**config.mk**
```make
export PLATFORM = sky130hd
export DESIGN_NAME = mem_port_arbiter
export DESIGN_NICKNAME = d
export VERILOG_FILES = /design/src/rtl/mem_arb_pkg.sv /design/src/rtl/rr_arb2.sv /design/src/rtl/mem_port_arbiter.sv
export SDC_FILE = /design/constraint.sdc
export NUM_CORES = 1
export LEC_CHECK = 0
export CAP_MARGIN = 25
export CELL_PAD_IN_SITES_DETAIL_PLACEMENT = 0
export CELL_PAD_IN_SITES_GLOBAL_PLACEMENT = 1
export CORE_MARGIN = 2
export CORE_UTILIZATION = 26
export DETAILED_ROUTE_END_ITERATION = 10
export HOLD_SLACK_MARGIN = 0.12
export PLACE_DENSITY = 0.79
export SLEW_MARGIN = 20
export SYNTH_ARGS = -nofsm -noshare
export SYNTH_HDL_FRONTEND = slang
export SYNTH_SLANG_ARGS = --single-unit
```
**constraint.sdc**
```tcl
create_clock -name clk -period 3.5 [get_ports clk]
set_input_delay 0.7 -clock clk [delete_from_list [all_inputs] [get_ports clk]]
set_output_delay 0.7 -clock clk [all_outputs]
set_load 0.005 [all_outputs]
```
**src/rtl/mem_arb_pkg.sv**
```systemverilog
// Shared types and constants for the two-port memory arbiter.
package mem_arb_pkg;

  typedef enum logic [1:0] {
    IDLE = 2'd0,
    BUSY = 2'd1,
    RESP = 2'd2
  } state_t;

  localparam logic PORT_IF   = 1'b0;
  localparam logic PORT_DATA = 1'b1;

  // One-hot done vector for a given port index.
  function automatic logic [1:0] port_onehot(input logic idx);
    logic [1:0] oh;
    if (idx == PORT_DATA) begin
      oh = 2'b10;
    end else begin
      oh = 2'b01;
    end
    return oh;
  endfunction

endpackage

```
**src/rtl/rr_arb2.sv**
```systemverilog
// Two-requester round-robin picker. Purely combinational; the caller owns
// the last_grant history bit and updates it when a grant is taken.
module rr_arb2
  import mem_arb_pkg::*;
(
  input  logic [1:0] req,
  input  logic       last_grant,
  output logic       gnt_valid,
  output logic       gnt_idx
);

  // Pick the sole requester, or the port that did not win last time on a tie.
  always_comb begin
    gnt_valid = 1'b0;
    gnt_idx   = PORT_IF;
    case (req)
      2'b01: begin
        gnt_valid = 1'b1;
        gnt_idx   = PORT_IF;
      end
      2'b10: begin
        gnt_valid = 1'b1;
        gnt_idx   = PORT_DATA;
      end
      2'b11: begin
        gnt_valid = 1'b1;
        gnt_idx   = ~last_grant;
      end
      default: begin
        gnt_valid = 1'b0;
        gnt_idx   = PORT_IF;
      end
    endcase
  end

endmodule

```
**src/rtl/mem_port_arbiter.sv**
```systemverilog
// Shares one variable-latency single-port memory between the fetch port (0)
// and the data port (1). One transaction in flight, round-robin on ties,
// watchdog abort when the memory never answers.
module mem_port_arbiter
  import mem_arb_pkg::*;
#(
  parameter int AW      = 32,
  parameter int DW      = 32,
  parameter int TIMEOUT = 255,
  parameter int TW      = 8
) (
  input  logic          clk,
  input  logic          reset,
  input  logic [1:0]    req,
  input  logic [1:0]    we,
  input  logic [AW-1:0] addr0,
  input  logic [AW-1:0] addr1,
  input  logic [DW-1:0] wdata0,
  input  logic [DW-1:0] wdata1,
  output logic [1:0]    done,
  output logic          err,
  output logic [DW-1:0] rdata,
  output logic [1:0]    stall,
  output logic          mem_req,
  output logic          mem_we,
  output logic [AW-1:0] mem_addr,
  output logic [DW-1:0] mem_wdata,
  input  logic          mem_ready,
  input  logic [DW-1:0] mem_rdata
);

  // Watchdog fires on the cycle the counter sits at TIMEOUT-1 with no answer.
  localparam logic          WD_EN   = (TIMEOUT != 0) ? 1'b1 : 1'b0;
  localparam logic [TW-1:0] WD_LAST = (TIMEOUT == 0) ? {TW{1'b0}} : TW'(TIMEOUT - 1);
  localparam logic [TW-1:0] WD_MAX  = {TW{1'b1}};

  state_t        state_r;
  state_t        next_state_s;
  logic          grant_q_r;
  logic          last_grant_r;
  logic [TW-1:0] wd_r;

  logic          gnt_valid_s;
  logic          gnt_idx_s;
  logic          timeout_hit_s;

  logic          mem_req_nx_s;
  logic          mem_we_nx_s;
  logic [AW-1:0] mem_addr_nx_s;
  logic [DW-1:0] mem_wdata_nx_s;
  logic [DW-1:0] rdata_nx_s;
  logic [1:0]    done_nx_s;
  logic          err_nx_s;
  logic [TW-1:0] wd_nx_s;
  logic          grant_nx_s;
  logic          last_grant_nx_s;

  rr_arb2 u_rr_arb2 (
    .req        (req),
    .last_grant (last_grant_r),
    .gnt_valid  (gnt_valid_s),
    .gnt_idx    (gnt_idx_s)
  );

  // The pipeline stalls a port while it is requesting and not being completed.
  assign stall = req & ~done;

  // Watchdog expiry decode; disabled entirely when TIMEOUT is zero.
  always_comb begin
    if (WD_EN && (wd_r == WD_LAST)) begin
      timeout_hit_s = 1'b1;
    end else begin
      timeout_hit_s = 1'b0;
    end
  end

  // State register.
  always_ff @(posedge clk or posedge reset) begin
    if (reset) begin
      state_r <= IDLE;
    end else begin
      state_r <= next_state_s;
    end
  end

  // Next-state logic: grant in IDLE, wait for ready or watchdog in BUSY, one RESP cycle.
  always_comb begin
    next_state_s = state_r;
    case (state_r)
      IDLE: begin
        if (gnt_valid_s) begin
          next_state_s = BUSY;
        end else begin
          next_state_s = IDLE;
        end
      end
      BUSY: begin
        if (mem_ready) begin
          next_state_s = RESP;
        end else if (timeout_hit_s) begin
          next_state_s = RESP;
        end else begin
          next_state_s = BUSY;
        end
      end
      RESP: begin
        next_state_s = IDLE;
      end
      default: begin
        next_state_s = IDLE;
      end
    endcase
  end

  // Output logic: next values of the registered memory bus, response and bookkeeping.
  always_comb begin
    mem_req_nx_s    = mem_req;
    mem_we_nx_s     = mem_we;
    mem_addr_nx_s   = mem_addr;
    mem_wdata_nx_s  = mem_wdata;
    rdata_nx_s      = rdata;
    done_nx_s       = 2'b00;
    err_nx_s        = 1'b0;
    wd_nx_s         = wd_r;
    grant_nx_s      = grant_q_r;
    last_grant_nx_s = last_grant_r;
    case (state_r)
      IDLE: begin
        if (gnt_valid_s) begin
          mem_req_nx_s    = 1'b1;
          grant_nx_s      = gnt_idx_s;
          last_grant_nx_s = gnt_idx_s;
          wd_nx_s         = {TW{1'b0}};
          if (gnt_idx_s == PORT_DATA) begin
            mem_we_nx_s    = we[1];
            mem_addr_nx_s  = addr1;
            mem_wdata_nx_s = wdata1;
          end else begin
            mem_we_nx_s    = we[0];
            mem_addr_nx_s  = addr0;
            mem_wdata_nx_s = wdata0;
          end
        end else begin
          mem_req_nx_s = 1'b0;
        end
      end
      BUSY: begin
        if (mem_ready) begin
          rdata_nx_s   = mem_rdata;
          err_nx_s     = 1'b0;
          mem_req_nx_s = 1'b0;
          done_nx_s    = port_onehot(grant_q_r);
        end else if (timeout_hit_s) begin
          rdata_nx_s   = {DW{1'b0}};
          err_nx_s     = 1'b1;
          mem_req_nx_s = 1'b0;
          done_nx_s    = port_onehot(grant_q_r);
        end else begin
          // Hold at the top instead of wrapping when the watchdog is disabled.
          if (wd_r != WD_MAX) begin
            wd_nx_s = wd_r + {{(TW-1){1'b0}}, 1'b1};
          end else begin
            wd_nx_s = wd_r;
          end
        end
      end
      RESP: begin
        mem_req_nx_s = 1'b0;
      end
      default: begin
        mem_req_nx_s = 1'b0;
      end
    endcase
  end

  // Registered outputs and arbitration history; reset drops any in-flight transfer.
  always_ff @(posedge clk or posedge reset) begin
    if (reset) begin
      mem_req      <= 1'b0;
      mem_we       <= 1'b0;
      mem_addr     <= {AW{1'b0}};
      mem_wdata    <= {DW{1'b0}};
      rdata        <= {DW{1'b0}};
      done         <= 2'b00;
      err          <= 1'b0;
      wd_r         <= {TW{1'b0}};
      grant_q_r    <= PORT_IF;
      last_grant_r <= PORT_DATA;
    end else begin
      mem_req      <= mem_req_nx_s;
      mem_we       <= mem_we_nx_s;
      mem_addr     <= mem_addr_nx_s;
      mem_wdata    <= mem_wdata_nx_s;
      rdata        <= rdata_nx_s;
      done         <= done_nx_s;
      err          <= err_nx_s;
      wd_r         <= wd_nx_s;
      grant_q_r    <= grant_nx_s;
      last_grant_r <= last_grant_nx_s;
    end
  end

endmodule
```
==> impl_results.md <==
- Data arrival, critical path: 2.10 ns
- Worst Setup Path Type: input port to output port
- Startpoint types: input port
- Layout cell share with drive strength beyond 1: 0.06983
- CTS H-tree lvls: 4
- Worst Hold Launch: grant_q_r
- Post-synth EDFFs: 0
- Sequential area share after synthesis: 0.5655
- CP Cell Sequence: clkdlybuf4s50_1 > nor2b_1 > clkdlybuf4s50_1
- Synth Flop Type: dfrtp_1
- Critical Path Fanout Max: 5
- Mapped cell area: 5002 µm²
- First DRT Iteration DRCs: 171
- Syn Nets: 610
- Diode count: 0
- Die area: 20,360 µm²
- Clk_skew: 0.007233 ns
- Area growth syn-to-layout: 68.41%
- Mux cell area share after synthesis: 0.1301
- DRC violations left: 0
- TritonCTS clock tree: done
- Dpl ws: 0.6888 ns
- Initial Utilization: 0.2665
- Critical Path Start: req[0]
- Port Buffer Count: 269
- Layout Cells excl Fill: 950
- Pwr Total: 6.288 mW
- Yosys warnings: 0
- Yosys reg bits: 113
- Final Max Tran Viols: 0
- Io pins: 270
- Reg clk slew, reported paths: 0.05 ns
- First-pass GRT wire length: 22.51 mm
- Int Power: 4.442 mW
- Overall Global Routing Usage: 0.1426
- Gp weighted congestion: 0.7919
- Avg WL per Cell: 15.47 µm
- Static Leakage: 3.515 nW
- CP max-delay cell: clkdlybuf4s50_1
- Row count: 50
- Storage cell area: 2829 µm²
- Switching part of the total: 0.2935
- Simple-gate share of the synthesized area: 0.08454
- Comb pwr share: 0.387
- Initial antenna violation count: 0
- Compound-gate portion of the synthesized area: 0.1661
- CTS sink count: 113
- RSZ-0062 raised after global routing: false
- Total congestion overflow: 0
- Status: finished clean
- Crit path top cell by count: clkdlybuf4s50_1
- Post-CTS Setup Inserts: 0
- Hold buffers post-CTS: 0
- Final core utilization: 0.4489
- Count of cell types in the netlist: 38
- Switching power total: 1.845 mW
- Die width: 142.7 µm
- Family with the most delay on the worst path: buffers and inverters
- Worst path max stage delay: 0.67 ns
- Synth Area in Adders: 0.005003
- PostCTS Resize Cnt: 0
- Critical path required time: 2.80 ns
- Area of the multi-input gates: 1946 µm²
- DP HPWL: 10.76 mm
- Antenna-violating nets left: 0
- Hold Vio Cnt, Final: 0
- Root Buffer: clkbuf_16
- Via count: 4,308
- Maxcap violations: 0
- Power per cell area: 746.4 nW/µm²
- Clk Latency, worst-skew pair: 0.41 ns
- Vias per inst: 4.535
- Slew headroom: 0.5562
- Final setup vio count: 0
- Worst IR drop on VDD: 0.3763 mV
- Core area: 18,770 µm²
- Routed wire length: 14.70 mm
- Largest net degree at the start of global routing: 114
- Tightest Pin Transition: 0.6601 ns
- Setup slack after layout: 0.7035 ns
- Flop pwr share: 0.353
- Min Tclk post-route: 2.796 ns
- Clock share of power: 0.260
- Syn_area_per_cell: 11.34 µm²
- Post-Syn Instances: 441
- TNS Setup: 0 ns
- Post-Synth XOR/XNOR Area: 0
- Clk buf depth: 2
- Maximum clock frequency: 357.6 MHz
- Worst setup EP type: output port
- Placed cells: 919
- Buffers & Inverters on Critical Path: 2
- Final critical-path share of the clock period: 0.7990
- Largest family of logic cells by synthesized area: compound AO/OA/AOI/OAI gates
- Number of global-route vias before repair: 4,462
- Nets: 873
- CTS Buf Count: 17
- # fillers: 1,748
- Drt first pass iters: 4
- R2R Path Start: state_r[0]
- Post-synth ARST share: 1.000
- Worst hold path type: register to register
- DIE HEIGHT: 142.7 µm
[synthesized netlist by cell type (2+ instances only)]
library cell / instances / area share
a21oi_1: 70 / 0.070
a22o_1: 32 / 0.056
a31oi_1: 2 / 0.0025
and2_1: 3 / 0.0038
and4_1: 2 / 0.0035
buf_2: 18 / 0.018
buf_4: 7 / 0.011
buf_6: 7 / 0.016
dfrtp_1: 112 / 0.56
ha_1: 2 / 0.0050
inv_1: 6 / 0.0045
mux2i_1: 65 / 0.13
nand2_1: 4 / 0.0030
nand3_1: 3 / 0.0030
nand4_1: 2 / 0.0025
nor2_1: 69 / 0.052
nor2_2: 2 / 0.0025
nor2b_1: 3 / 0.0038
nor3_1: 2 / 0.0020
o21ai_0: 5 / 0.0050
o31ai_1: 6 / 0.0090
o41ai_1: 3 / 0.0053
[cell families (layout without fill, tap and decap cells)]
family                   after synthesis  count (layout)
AND/OR/NAND/NOR                       95              95
flip-flops                           113             113
multiplexers                          65              65
AO/OA/AOI/OAI                        128             128
adder cells (fa/ha/maj)                2               2
buffers and inverters                 38             313
[power by group through the flow]
stage | sequential [mW] | clock [mW] | combinational, mW
after global routing | 2.31 | 1.75 | 2.66
after floorplan | 2.25 | 0 | 0.930
after CTS | 2.23 | 1.69 | 2.48
final | 2.22 | 1.63 | 2.43
after global placement | 2.23 | 0 | 2.43
after detailed placement | 2.23 | 0 | 2.48
[placed cells by master, fill, tap and decap left out, types with 3 or more instances in the layout]
master,instances
clkbuf_16,17
nand2_1,4
nor2_1,69
o41ai_1,3
a22o_1,32
clkinvlp_4,4
a21oi_1,70
clkinv_2,7
inv_1,5
dfrtp_1,112
o21ai_0,5
buf_4,5
clkdlybuf4s50_1,269
nor2b_1,3
nand3_1,3
mux2i_1,65
o31ai_1,6
[routing by layer]
layer  wire length [µm]  up-vias  GRT usage
met1               6405     1987     0.1755
met4                179        0    0.04898
met5                  0        -          0
met3               1306       15    0.05466
met2               6805      198     0.2298
li1                   -     2108          -
[layout make-up]
class,instances,area share
well taps,234,0.03475
clock inverters,12,0.01396
repair buffers,276,0.3288
inverters,6,0.003119
multi-input cells,290,0.2310
clock buffers,19,0.05258
flip-flops and latches,113,0.3358
[flip-flops by register name, summed over array words and instances (netlist names), 2 cells and up]
name / flops
mem_wdata: 32
done: 2
rdata: 32
state_r: 2
mem_addr: 32
wd_r: 8
[per-stage QoR]
stage	cell area, µm²	hold slack [ns]
after floorplan	5006	0.4021
after detailed placement	7863	0.4178
after global placement	7863	0.4180
final	8424	0.4229
after CTS	8423	0.4253
after global routing	8424	0.4619
[worst register-to-register path, cell delays in order, from the launching register on]
cell	delay, ns
dfrtp_1	0.46
nor2_2	0.23
o21a_4	0.37
buf_4	0.39
nor2_1	0.09
a21oi_1	0.13
[worst paths after layout]
path                            endpoint  slack, ns  cells after the start
max in group asynchronous   mem_addr[10]       2.21                      3
max reg2reg                mem_wdata[30]       1.75                      5
min in group asynchronous   mem_wdata[5]       0.81                      3
min reg2reg                      done[0]       0.42                      1
max                             stall[0]       0.70                      3
min                              done[0]       0.42                      1
Note: power is estimated with default switching activity, not from simulation.
